**src/rtl/clk_div_bank.sv**
```systemverilog
// clk_div_bank: programmable multi-channel clock divider.
// Each of NCH channels counts 0..D-1 with a runtime-writable divisor D and
// drives a registered near-50% duty divided output plus a one-cycle tick in
// the last cycle of every period. New divisors are staged in a per-channel
// pending register and take effect on a period boundary, so no period is
// ever truncated while running.
// Optional feature macro: CLKDIV_SYNC_CLR_EN adds a sync_clr input that
// realigns every running channel to the start of a period.
module clk_div_bank #(
    parameter int NCH = 4,
    parameter int DW  = 8
) (
    input  logic                                   clk,
    input  logic                                   rst_n,
    input  logic                                   en,
`ifdef CLKDIV_SYNC_CLR_EN
    input  logic                                   sync_clr,
`endif
    input  logic                                   cfg_valid,
    output logic                                   cfg_ready,
    input  logic [((NCH > 1) ? $clog2(NCH) : 1)-1:0] cfg_ch,
    input  logic [DW-1:0]                          cfg_div,
    output logic [NCH-1:0]                         div_out,
    output logic [NCH-1:0]                         tick
);

    localparam int CHW = (NCH > 1) ? $clog2(NCH) : 1;

    // Divisors below 2 cannot form a high and a low phase, so they become 2.
    function automatic logic [DW-1:0] clamp_div(input logic [DW-1:0] d);
        return (d < DW'(2)) ? DW'(2) : d;
    endfunction

    // High-phase length ceil(D/2); odd divisors spend the extra cycle high.
    function automatic logic [DW-1:0] half_div(input logic [DW-1:0] d);
        return (d >> 1) + {{(DW-1){1'b0}}, d[0]};
    endfunction

    // Power-up divisor of channel k: 2^(k+1), the legacy /2,/4,/8,/16 ladder.
    function automatic logic [DW-1:0] ladder_div(input int k);
        return DW'(1) << (k + 1);
    endfunction

    logic clr;
`ifdef CLKDIV_SYNC_CLR_EN
    assign clr = sync_clr;
`else
    assign clr = 1'b0;
`endif

    logic [DW-1:0]  act_div  [NCH];
    logic [DW-1:0]  pend_div [NCH];
    logic [DW-1:0]  cnt      [NCH];
    logic [DW-1:0]  act_nxt  [NCH];
    logic [DW-1:0]  cnt_nxt  [NCH];
    logic [NCH-1:0] pend;
    logic [NCH-1:0] pend_nxt;
    logic [NCH-1:0] ch_hit;
    logic [NCH-1:0] wr_en;
    logic [NCH-1:0] wrap;
    logic [NCH-1:0] apply;
    logic [NCH-1:0] div_nxt;
    logic [NCH-1:0] tick_nxt;

    // Decode the target channel; a channel with a staged divisor back-pressures
    // further writes, while out-of-range channel numbers are accepted and dropped.
    always_comb begin
        cfg_ready = 1'b1;
        ch_hit    = '0;
        for (int k = 0; k < NCH; k++) begin
            if (NCH == 1 || cfg_ch == CHW'(k)) begin
                ch_hit[k] = 1'b1;
                cfg_ready = ~pend[k];
            end
        end
    end

    assign wr_en = ch_hit & {NCH{cfg_valid & cfg_ready}};

    // Per-channel next state: divisor swap at boundaries, counter advance or
    // park, and the output values that the new counter state implies.
    always_comb begin
        wrap     = '0;
        apply    = '0;
        div_nxt  = '0;
        tick_nxt = '0;
        pend_nxt = '0;
        for (int k = 0; k < NCH; k++) begin
            act_nxt[k] = act_div[k];
            cnt_nxt[k] = cnt[k];
        end
        for (int k = 0; k < NCH; k++) begin
            // A parked counter sits at D-1, so the first enabled edge wraps to 0.
            wrap[k]    = (cnt[k] == act_div[k] - DW'(1));
            apply[k]   = pend[k] & (~en | clr | wrap[k]);
            act_nxt[k] = apply[k] ? pend_div[k] : act_div[k];
            if (!en) begin
                cnt_nxt[k] = act_nxt[k] - DW'(1);
            end else if (clr || wrap[k]) begin
                cnt_nxt[k] = '0;
            end else begin
                cnt_nxt[k] = cnt[k] + DW'(1);
            end
            div_nxt[k]  = en & (cnt_nxt[k] < half_div(act_nxt[k]));
            tick_nxt[k] = en & (cnt_nxt[k] == act_nxt[k] - DW'(1));
            // An accept can only land on a channel with nothing staged.
            pend_nxt[k] = (pend[k] & ~apply[k]) | wr_en[k];
        end
    end

    // Control state and registered outputs, cleared asynchronously.
    always_ff @(posedge clk or negedge rst_n) begin
        if (!rst_n) begin
            for (int k = 0; k < NCH; k++) begin
                act_div[k] <= ladder_div(k);
                cnt[k]     <= ladder_div(k) - DW'(1);
            end
            pend    <= '0;
            div_out <= '0;
            tick    <= '0;
        end else begin
            for (int k = 0; k < NCH; k++) begin
                act_div[k] <= act_nxt[k];
                cnt[k]     <= cnt_nxt[k];
            end
            pend    <= pend_nxt;
            div_out <= div_nxt;
            tick    <= tick_nxt;
        end
    end

    // Staged divisor values; only read while the matching pend bit is set.
    always_ff @(posedge clk) begin
        for (int k = 0; k < NCH; k++) begin
            if (wr_en[k]) begin
                pend_div[k] <= clamp_div(cfg_div);
            end
        end
    end

endmodule

```
**config.mk**
```make
export PLATFORM = sky130hd
export DESIGN_NAME = clk_div_bank
export DESIGN_NICKNAME = d
export VERILOG_FILES = /design/src/rtl/clk_div_bank.sv
export SDC_FILE = /design/constraint.sdc
export NUM_CORES = 1
export LEC_CHECK = 0
export BUFFER_PORTS_ARGS = -buffer_cell sky130_fd_sc_hd__buf_2
export CAP_MARGIN = 20
export CORE_ASPECT_RATIO = 0.9
export CORE_MARGIN = 1.5
export CORE_UTILIZATION = 25
export DETAILED_ROUTE_END_ITERATION = 16
export GPL_ROUTABILITY_DRIVEN = 0
export GPL_TIMING_DRIVEN = 0
export PLACE_DENSITY = 0.37
export SYNTH_ARGS = -nofsm -noshare
export SYNTH_HDL_FRONTEND = slang
export SYNTH_SLANG_ARGS = --single-unit
```
**constraint.sdc**
```tcl
create_clock -name clk -period 5 [get_ports clk]
set_input_delay 1 -clock clk [delete_from_list [all_inputs] [get_ports clk]]
set_output_delay 1 -clock clk [all_outputs]
set_load 0.02 [all_outputs]
```
==> summary.txt, run 1 <==
Timing
  • Post-route setup TNS: 0 ns
  • Worst clock skew: 0.008626 ns
  • Min Tclk post-route: 4.880 ns
  • Slew HR: 39.11%
  • Fin. Hold Viols: 0
  • Max Slew Vio Count: 0
  • Max Fclk: 204.9 MHz
  • # setup viols final: 0
  • RSZ-0062 raised after global routing: true
  • Worst Tran Pin Value: 0.9133 ns
  • Period utilisation layout: 97.59%

Finish
  • Final core occ: 30.01%
  • Layout cells sized above 1: 19.15%
  • N_diodes: 0
  • Area Overhead vs Synth: 17.80%
  • Final net count: 1,114

Yosys
  • Register area share after synthesis: 32.18%
  • Syn Inst Count: 1,002
  • Seq cells post-synth: 108
  • Ys async rst share: 70.37%
  • Yosys synthesis warning count: 0
  • Synthesized area per cell: 8.932 µm²
  • Post-synth EDFFs: 32
  • Yosys cell types: 98
  • Post-Syn Nets: 1,056
  • Cell Area, Synth: 8950 µm²
  • Primary FF master, synth: dfrtp_1

Clock network
  • Longest Clk Path Bufs: 2
  • Clock buffer count from CTS: 9
  • H-Tree Depth: 3
  • Clock Pin Slew Worst Setup and Hold Paths: 0.08 ns
  • CTS tree: yes
  • Clock tree sinks: 108
  • Clock Latency Late Sink: 0.37 ns
  • CTS root buf: clkbuf_16

Worst setup path
  • CP most frequent cell: clkbuf_2
  • Worst-path cell chain: buf_2, clkbuf_2, buf_2, clkbuf_2, clkbuf_2, clkbuf_2, clkbuf_4, o22ai_1, ha_1, a2111oi_4, nand2_1, a211oi_2, a2bb2oi_1, o221a_2, o21a_1
  • Crit. Startpoint: en
  • CP endpoint kind: flop
  • Worst reg2reg path startpoint: act_div[27]
  • CP Max Fanout: 10
  • CP Data Required Time: 5.30 ns
  • Startpoint types: input pin
  • Reg-to-reg slack, setup: 0.16 ns
  • Crit Path Class: in2reg
  • Slowest stage delay, CP: 0.42 ns
  • WP data arrival: 5.18 ns
  • CP max stage cell: clkbuf_2

Run
  • Max cap viols: 0

Placed design
  • HPWL Detailed: 23,630 µm
  • Input/output buffers: 22

Pwr
  • VDD IR max: 0.2178 mV
  • Pint: 3.520 mW
  • Leakage power: 4.224 nW
  • Sw power: 3.269 mW
  • Sequential Power Share: 23.3%
  • Sw Ratio: 48.16%
  • Clock power frac: 11.5%
  • Power density cells: 643.9 nW/µm²
  • Logic pwr share: 65.2%

Floorplanning
  • Die Area: 36,940 µm²
  • Std cell rows: 65
  • Starting Density: 25.47%
  • Ports: 23
  • Die Ht: 182.5 µm
  • Core footprint: 35,130 µm²
  • Die Width: 202.4 µm

GRT
  • Initial antenna violation count: 0
  • Vias in the first global route: 7,743
  • Largest net degree at the start of global routing: 55
  • Total track usage: 16.93%
  • GRT overflow: 0
  • Global-route wire length before repair: 47,750 µm

Status
  • Outcome: finished clean

Drt
  • Routed Antenna Nets: 0
  • Routed Wire Length: 30,970 µm
  • Vias per inst: 5.182
  • Total vias in the final route: 7,949
  • Starting DRT DRC Count: 603
  • Remaining DRCs: 0
  • First-pass iteration count of the detailed router: 5
  • WL/cell: 20.19 µm

Worst hold path
  • Hold crit path type: in2async
==> worst max-delay path, delay by kind of cell <==
kind	cells	cell delay (ns)
AO/OA/AOI/OAI	6	1.34
AND/OR/NAND/NOR	1	0.11
buffers and inverters	7	2.43
adder cells (fa/ha/maj)	1	0.28
==> cells in the mapped netlist (22+ instances only) <==
library cell   n  area [µm²]
nand2_1       96       360.4
nor2_1        66       247.7
dfrtp_1       62        1551
xnor2_1       62       543.0
xor2_1        58       508.0
o21ai_0       46       230.2
inv_1         44       165.2
nand3_1       43       215.2
ha_1          40       500.5
clkbuf_1      38       142.6
edfxtp_1      32       960.9
mux2i_1       31       310.3
nor3_1        27       135.1
a21oi_1       22       110.1
==> layer usage <==
metal  vias to the layer above  GRT usage (%)  wire (µm)
met2                       203          25.67      13490
met5                         -              0          0
met3                        34          2.571       1197
met4                         0          4.770        545
met1                      3939          24.70      15740
li1                       3773              -          -
==> metrics by stage <==
stage	worst slack [ns]	std cells	instance area [µm²]	power, mW	hold slack, ns
6_report	0.1205	1534	10540	6.789	0.5297
5_1_grt	-0.04185	1534	10540	7.335	0.5429
4_1_cts	-0.02238	1517	10230	6.588	0.5312
3_5_place_dp	-2.462	1498	9717	5.582	0.6063
3_3_place_gp	-2.571	1493	9647	5.645	0.6042
2_1_floorplan	0.2214	1002	8950	4.501	0.5142
==> power groups by stage <==
stage,combinational [mW],clock [mW],sequential [mW]
floorplan,3.03,0,1.47
global placement,4.09,0,1.55
detailed placement,4.03,0,1.55
CTS,4.23,0.814,1.55
global route,4.87,0.839,1.63
finish,4.42,0.782,1.58
==> path summary, 6_finish.rpt <==
check	endpoint	cells after the start
worst max-delay path	div_out[0]	15
worst min-delay path	act_div[2]	1
worst max register to register	div_out[0]	21
worst min register to register	act_div[23]	2
max in group asynchronous	cnt[10]	2
min in group clk	act_div[23]	2
==> flip-flops by register name, indices dropped and copies added, names as in the netlist <==
register / count
div_out: 4
pend_div: 32
pend: 4
cnt: 32
tick: 4
act_div: 32
==> layout make-up <==
| class | count | area [µm²] |
|---|---|---|
| inverters | 45 | 168.9 |
| flip-flops and latches | 108 | 2883 |
| fillers | 3765 | 24590 |
| multi-input cells | 789 | 5937 |
| clock inverters | 6 | 68.82 |
| plain buffers | 51 | 271.5 |
| clock buffers | 10 | 229.0 |
| well taps | 469 | 586.8 |
| repair buffers | 56 | 397.9 |
==> layout by cell type (no fill, tap or decap), types with 9 or more instances in the layout <==
cell type	instances
nand2_1	95
nor2_1	66
xnor2_1	61
dfrtp_1	60
xor2_1	58
inv_1	44
o21ai_0	43
nand3_1	43
buf_4	34
buf_2	33
edfxtp_1	32
ha_1	31
mux2i_1	27
nor3_1	25
clkbuf_1	23
a21oi_1	21
o22ai_1	20
and3_1	18
mux2_2	16
nand2b_1	15
dfstp_2	14
nand4_1	13
nor2b_1	13
a31oi_1	10
o211ai_1	10
or3_1	9
clkbuf_16	9
==> what timing repair did <==
| action | in CTS | in global routing |
|---|---|---|
| endpoints found under the hold margin | 0 | 0 |
| pin swaps | 5 | 9 |
| resized for setup | 42 | 37 |
| setup buffers | 9 | 20 |
| endpoints found under the setup margin | 12 | 5 |
| hold buffers | 0 | 0 |
==> cell families (layout without fill, tap and decap cells) <==
kind of cell             after synthesis  after routing  share of synthesized area, %
AO/OA/AOI/OAI                        213            213                         17.35
adder cells (fa/ha/maj)               42             42                         5.816
XOR/XNOR                             124            124                         12.76
multiplexers                          49             49                         5.983
AND/OR/NAND/NOR                      361            361                         21.04
flip-flops                           108            108                         32.18
buffers and inverters                105            168                         4.865
Power figures use the tool's default switching activity.
==> run 2: changes to the inputs <==
ABC_AREA = 1   (was not set)
CTS_BUF_LIST = sky130_fd_sc_hd__clkbuf_16   (was not set)
SETUP_SLACK_MARGIN = 0.3   (was not set)
==> run 2 against run 1 <==
Effect of this change: wire length shrank 27%; synthesized cell count is 7.6% higher; total power decreased by 36%; core utilization decreased by 1.7 points; sequential power shrank 13%; clock skew grew 0.0017 ns; non-clock buffer count is 60 lower.
==> summary.txt, run 2 <==
Timing
  • Post-route setup TNS: 0 ns
  • Worst setup margin: 0.7062 ns
  • Min Tclk post-route: 4.294 ns
  • Worst clock skew: 0.01032 ns
  • RSZ-0062 raised after global routing: false
  • # setup viols final: 0
  • Max Fclk: 232.9 MHz
  • Worst Tran Pin Value: 0.8288 ns
  • Period utilisation layout: 85.88%
  • Slew HR: 44.75%
  • Hold Slack: 0.5296 ns
  • Max Slew Vio Count: 0
  • Fin. Hold Viols: 0

Floorplanning
  • Std cell rows: 62
  • Starting Density: 25.28%
  • Die Width: 192.0 µm
  • Die Area: 33,240 µm²
  • Ports: 23
  • Core footprint: 31,810 µm²
  • Die Ht: 173.1 µm

Pwr
  • VDD IR max: 0.1604 mV
  • Leakage power: 4.337 nW
  • Power density cells: 482.6 nW/µm²

Worst hold path
  • Hold crit path type: reg2reg
  • WHS Path Cells: 2

Yosys
  • Post-synth EDFFs: 32
  • Ys async rst share: 70.37%
  • Yosys synthesis warning count: 0
  • Synthesized area per cell: 7.457 µm²
  • Syn Inst Count: 1,078
  • Register area share after synthesis: 35.83%
  • Post-Syn Nets: 1,132
  • Cell Area, Synth: 8039 µm²
  • Synth cell count leaders: 261 x nand2_1, 152 x inv_1, 100 x nand3_1
  • Post-synth top area share: 19.30%
  • Most frequent cell after synthesis: nand2_1
  • Synth area leaders: dfrtp_1 19%, nand2_1 12%, edfxtp_1 12%, inv_1 7.1%, xor2_1 7.0%
  • Seq cells post-synth: 108
  • Yosys cell types: 45
  • Primary FF master, synth: dfrtp_1
  • Dominant cell type by area after synthesis: dfrtp_1

Clock network
  • Clock Latency Late Sink: 0.35 ns
  • Post-CTS Setup Inserts: 0
  • Hold Buf Count CTS: 0
  • CTS tree: yes
  • Post-cts resize count: 3
  • Longest Clk Path Bufs: 2
  • Clock Pin Slew Worst Setup and Hold Paths: 0.08 ns
  • Clock tree sinks: 108
  • CTS root buf: clkbuf_16
  • Clock buffer count from CTS: 9
  • H-Tree Depth: 3

Finish
  • Final core occ: 28.31%
  • Most frequent cells in the layout: 261 x nand2_1, 154 x inv_1, 100 x nand3_1
  • Top Registers: act_div x32, cnt x32, pend_div x32
  • Layout cells sized above 1: 13.52%
  • Final net count: 1,166
  • Area Overhead vs Synth: 12.00%
  • N_diodes: 0
  • Commonest non-fill, non-tap cell in the layout: nand2_1

GRT
  • Global-route wire length before repair: 36,600 µm
  • Initial antenna violation count: 1
  • Vias in the first global route: 6,583
  • GRT overflow: 0
  • Total track usage: 14.43%
  • Largest net degree at the start of global routing: 52

Drt
  • Total vias in the final route: 6,508
  • Routed Antenna Nets: 0
  • Vias per inst: 4.245
  • Remaining DRCs: 0
  • WL/cell: 14.78 µm
  • Starting DRT DRC Count: 245
  • First-pass iteration count of the detailed router: 4
  • Routed Wire Length: 22,670 µm

Placed design
  • DP Worst Slack: -0.7047 ns
  • HPWL Detailed: 17,800 µm
  • Input/output buffers: 22

Worst setup path
  • Startpoint types: input pin
  • CP Max Fanout: 10
  • CP Data Required Time: 5.27 ns
  • Crit Path Class: in2reg
  • CP endpoint kind: flop
  • R2R depth: 27
  • WP data arrival: 4.56 ns

Status
  • Outcome: finished clean

Run
  • Max cap viols: 0
==> run 2: cell count changes after synthesis, moves of 29 or more <==
cell,before,now
nand2_1,96,261
inv_1,44,152
nand3_1,43,100
nor2_1,66,95
mux2i_1,31,0
xnor2_1,62,18
==> run 2: through the flow <==
stage	cells	instance area, µm²	power [mW]
2_1_floorplan	1078	8039	3.071
3_3_place_gp	1516	8670	3.633
3_5_place_dp	1517	8700	3.640
4_1_cts	1533	9002	4.420
5_1_grt	1533	9004	4.830
6_report	1533	9004	4.345
==> run 2: where the power goes <==
| group | leakage (nW) | internal, mW | switching (mW) |
|---|---|---|---|
| registers | 1.18 | 1.15 | 0.228 |
| clock network | 0.152 | 0.390 | 0.364 |
| logic | 3.01 | 0.816 | 1.40 |
| total | 4.34 | 2.36 | 1.99 |
==> run 2: final cells by class <==
cell class / count / area, µm²
well taps: 416 / 520.5
inverters: 169 / 634.4
flip-flops and latches: 108 / 2880
clock buffers: 9 / 225.2
repair buffers: 23 / 140.1
clock inverters: 7 / 68.82
fillers: 3524 / 22800
multi-input cells: 777 / 4380
plain buffers: 24 / 153.9
==> run 2: cell families after synthesis <==
kind of cell | share of synthesized area (%)
AND/OR/NAND/NOR | 33.57
XOR/XNOR | 8.934
buffers and inverters | 9.681
adder cells (fa/ha/maj) | 6.226
flip-flops | 35.83
AO/OA/AOI/OAI | 5.759
==> run 2: path summary, 6_finish.rpt <==
kind,end,from,slack [ns]
worst min-delay path,act_div[31],pend_div[0][7],0.53
min in group asynchronous,cnt[25],rst_n,0.55
worst min register to register,act_div[31],pend_div[0][7],0.53
worst max-delay path,div_out[1],en,0.71
max in group asynchronous,act_div[4],rst_n,3.75
worst max register to register,div_out[0],act_div[25],1.01
==> run 2: per-layer routing <==
metal / up-vias / global-route usage (%) / part of all wire [%]
met5: - / 0 / 0
met2: 63 / 22.05 / 43
li1: 3484 / - / -
met1: 2943 / 21.48 / 53
met3: 18 / 1.745 / 2.9
met4: 0 / 3.359 / 1.1
==> run 2: critical path, cell delays in order <==
cell and delay (ns):
buf_2 0.25, clkbuf_2 0.41, clkdlybuf4s15_1 0.71, clkbuf_2 0.47, clkbuf_2 0.46, o21ai_0 0.24, ha_1 0.35, a21oi_1 0.13
o21ai_0 0.12, nand2_1 0.08, nand2_1 0.04, nand2_1 0.05, nand2_1 0.05, a21oi_1 0.18
==> run 3: changes to the inputs <==
PLACE_DENSITY = 0.4   (was 0.37)
==> run 3 against run 2 <==
Effect of this change: via count fell by 0.20%; largest cell class unchanged; clock-buffer cell count is the same; die area unchanged; sequential power about the same; non-clock buffer count unchanged; core utilization barely moved; critical path type unchanged; total power is 0.65% lower; wire length shrank 3.2%; critical path depth stayed put; register-to-register slack got worse by 0.09 ns.
==> summary.txt, run 3 (synthesized netlist as in run 2, its figures left out) <==
Finish
  • N_diodes: 0
  • Final net count: 1,166
  • Post-route insts no fill: 1,533
  • Top Registers: act_div x32, cnt x32, pend_div x32
  • Area Overhead vs Synth: 11.89%
  • Commonest non-fill, non-tap cell in the layout: nand2_1
  • Most frequent cells in the layout: 261 x nand2_1, 153 x inv_1, 100 x nand3_1
  • Layout cells sized above 1: 13.52%

Clock network
  • CTS root buf: clkbuf_16
  • Clock tree sinks: 108
  • Clock Pin Slew Worst Setup and Hold Paths: 0.07 ns
  • Longest Clk Path Bufs: 2
  • Clock buffer count from CTS: 9
  • Clock Latency Late Sink: 0.36 ns
  • Hold Buf Count CTS: 0
  • CTS tree: yes
  • H-Tree Depth: 3

GRT
  • Vias in the first global route: 6,522
  • Total track usage: 14.07%
  • GRT overflow: 0
  • Largest net degree at the start of global routing: 52
  • Global-route wire length before repair: 35,990 µm
  • Initial antenna violation count: 0

Worst setup path
  • CP delay by family, top: buffers and inverters
  • WP buf/inv: 5
  • CP Max Fanout: 10
  • Worst-path cell chain: buf_2, clkbuf_2, clkdlybuf4s15_1, clkbuf_2, clkbuf_2, o21ai_0, ha_1, a21oi_1, o21ai_0, nand2_1, nand2_1, nand2_1, nand2_1, a21oi_1
  • Startpoint types: input pin
  • WP data arrival: 4.53 ns
  • Slowest stage delay, CP: 0.74 ns
  • Reg-to-reg slack, setup: 0.92 ns
  • CP max stage cell: clkdlybuf4s15_1
  • CP most frequent cell: nand2_1
  • CP endpoint kind: flop
  • CP Data Required Time: 5.26 ns
  • Crit Path Class: in2reg

Drt
  • Routed Wire Length: 21,940 µm
  • Total vias in the final route: 6,495
  • Remaining DRCs: 0
  • WL/cell: 14.31 µm
  • Routed Antenna Nets: 0
  • First-pass iteration count of the detailed router: 4
  • Vias per inst: 4.237
  • Starting DRT DRC Count: 383

Placed design
  • HPWL Detailed: 17,260 µm
  • Input/output buffers: 22
  • Post-Place Cells: 1,517

Run
  • Max cap viols: 0

Pwr
  • Leakage power: 4.329 nW
  • Power density cells: 479.9 nW/µm²
  • VDD IR max: 0.1752 mV
  • Total power: 4.317 mW

Floorplanning
  • Die Ht: 173.1 µm
  • Ports: 23
  • Std cell rows: 62
  • Starting Density: 25.28%
  • Die Area: 33,240 µm²
  • Core footprint: 31,810 µm²
  • Die Width: 192.0 µm

Timing
  • Worst Tran Pin Value: 0.8017 ns
  • Fin. Hold Viols: 0
  • Post-route setup TNS: 0 ns
  • Max Slew Vio Count: 0
  • Slew HR: 46.55%
  • Min Tclk post-route: 4.268 ns
  • RSZ-0062 raised after global routing: false
  • Hold Slack: 0.5355 ns
  • Period utilisation layout: 85.35%
  • Max Fclk: 234.3 MHz
  • Worst clock skew: 0.008336 ns
  • # setup viols final: 0

Worst hold path
  • Hold crit path type: reg2reg

Status
  • Outcome: finished clean
run 3: changes by cell type in the layout (fill, tap and decap cells not counted), sizes merged:
cell	change
inv	-2
clkinv	+1
clkinvlp	+1
run 3: cell type report:
cell class,instances,area [µm²]
flip-flops and latches,108,2880
fillers,3503,22810
clock inverters,7,60.06
multi-input cells,777,4380
clock buffers,9,225.2
plain buffers,24,153.9
well taps,416,520.5
repair buffers,23,140.1
inverters,169,634.4
run 3: path summary, 6_finish.rpt:
kind	endpoint	depth (start not counted)	from
min in group asynchronous	cnt[25]	1	rst_n
max in group asynchronous	cnt[17]	2	rst_n
worst max register to register	div_out[1]	24	act_div[16]
worst min-delay path	act_div[31]	2	pend_div[0][7]
worst min register to register	act_div[31]	2	pend_div[0][7]
worst max-delay path	div_out[1]	14	en
run 3: worst min-delay path: stages (launching register included):
cell	delay (ns)
edfxtp_1	0.36
inv_1	0.06
o21ai_1	0.08
run 3: stage by stage:
| stage | util [%] | worst slack [ns] | cell area [µm²] |
|---|---|---|---|
| after global routing | 28.28 | 0.3914 | 8995 |
| after global placement | 27.26 | -0.6067 | 8670 |
| after detailed placement | 27.35 | -0.6081 | 8700 |
| final | 28.28 | 0.7324 | 8995 |
| after floorplan | - | 1.722 | 8039 |
| after CTS | 28.28 | 0.3987 | 8994 |
run 3: report_power, final:
part           leakage (nW)  switching [mW]  internal [mW]
sequential             1.18           0.226           1.15
clock                 0.144           0.346          0.384
combinational          3.01            1.39          0.816
total                  4.33            1.97           2.35
run 3: routing by layer:
metal	global-route usage, %	wire length [µm]	vias up
li1	-	-	3463
met2	21.81	9506	62
met5	0	0	-
met1	20.90	11750	2959
met3	1.806	494	11
met4	2.584	189	0
run 3: repair_timing:
action	CTS	global route
setup buffers	0	0
gates cloned	0	0
resized for setup	3	1
setup endpoints to repair	4	3
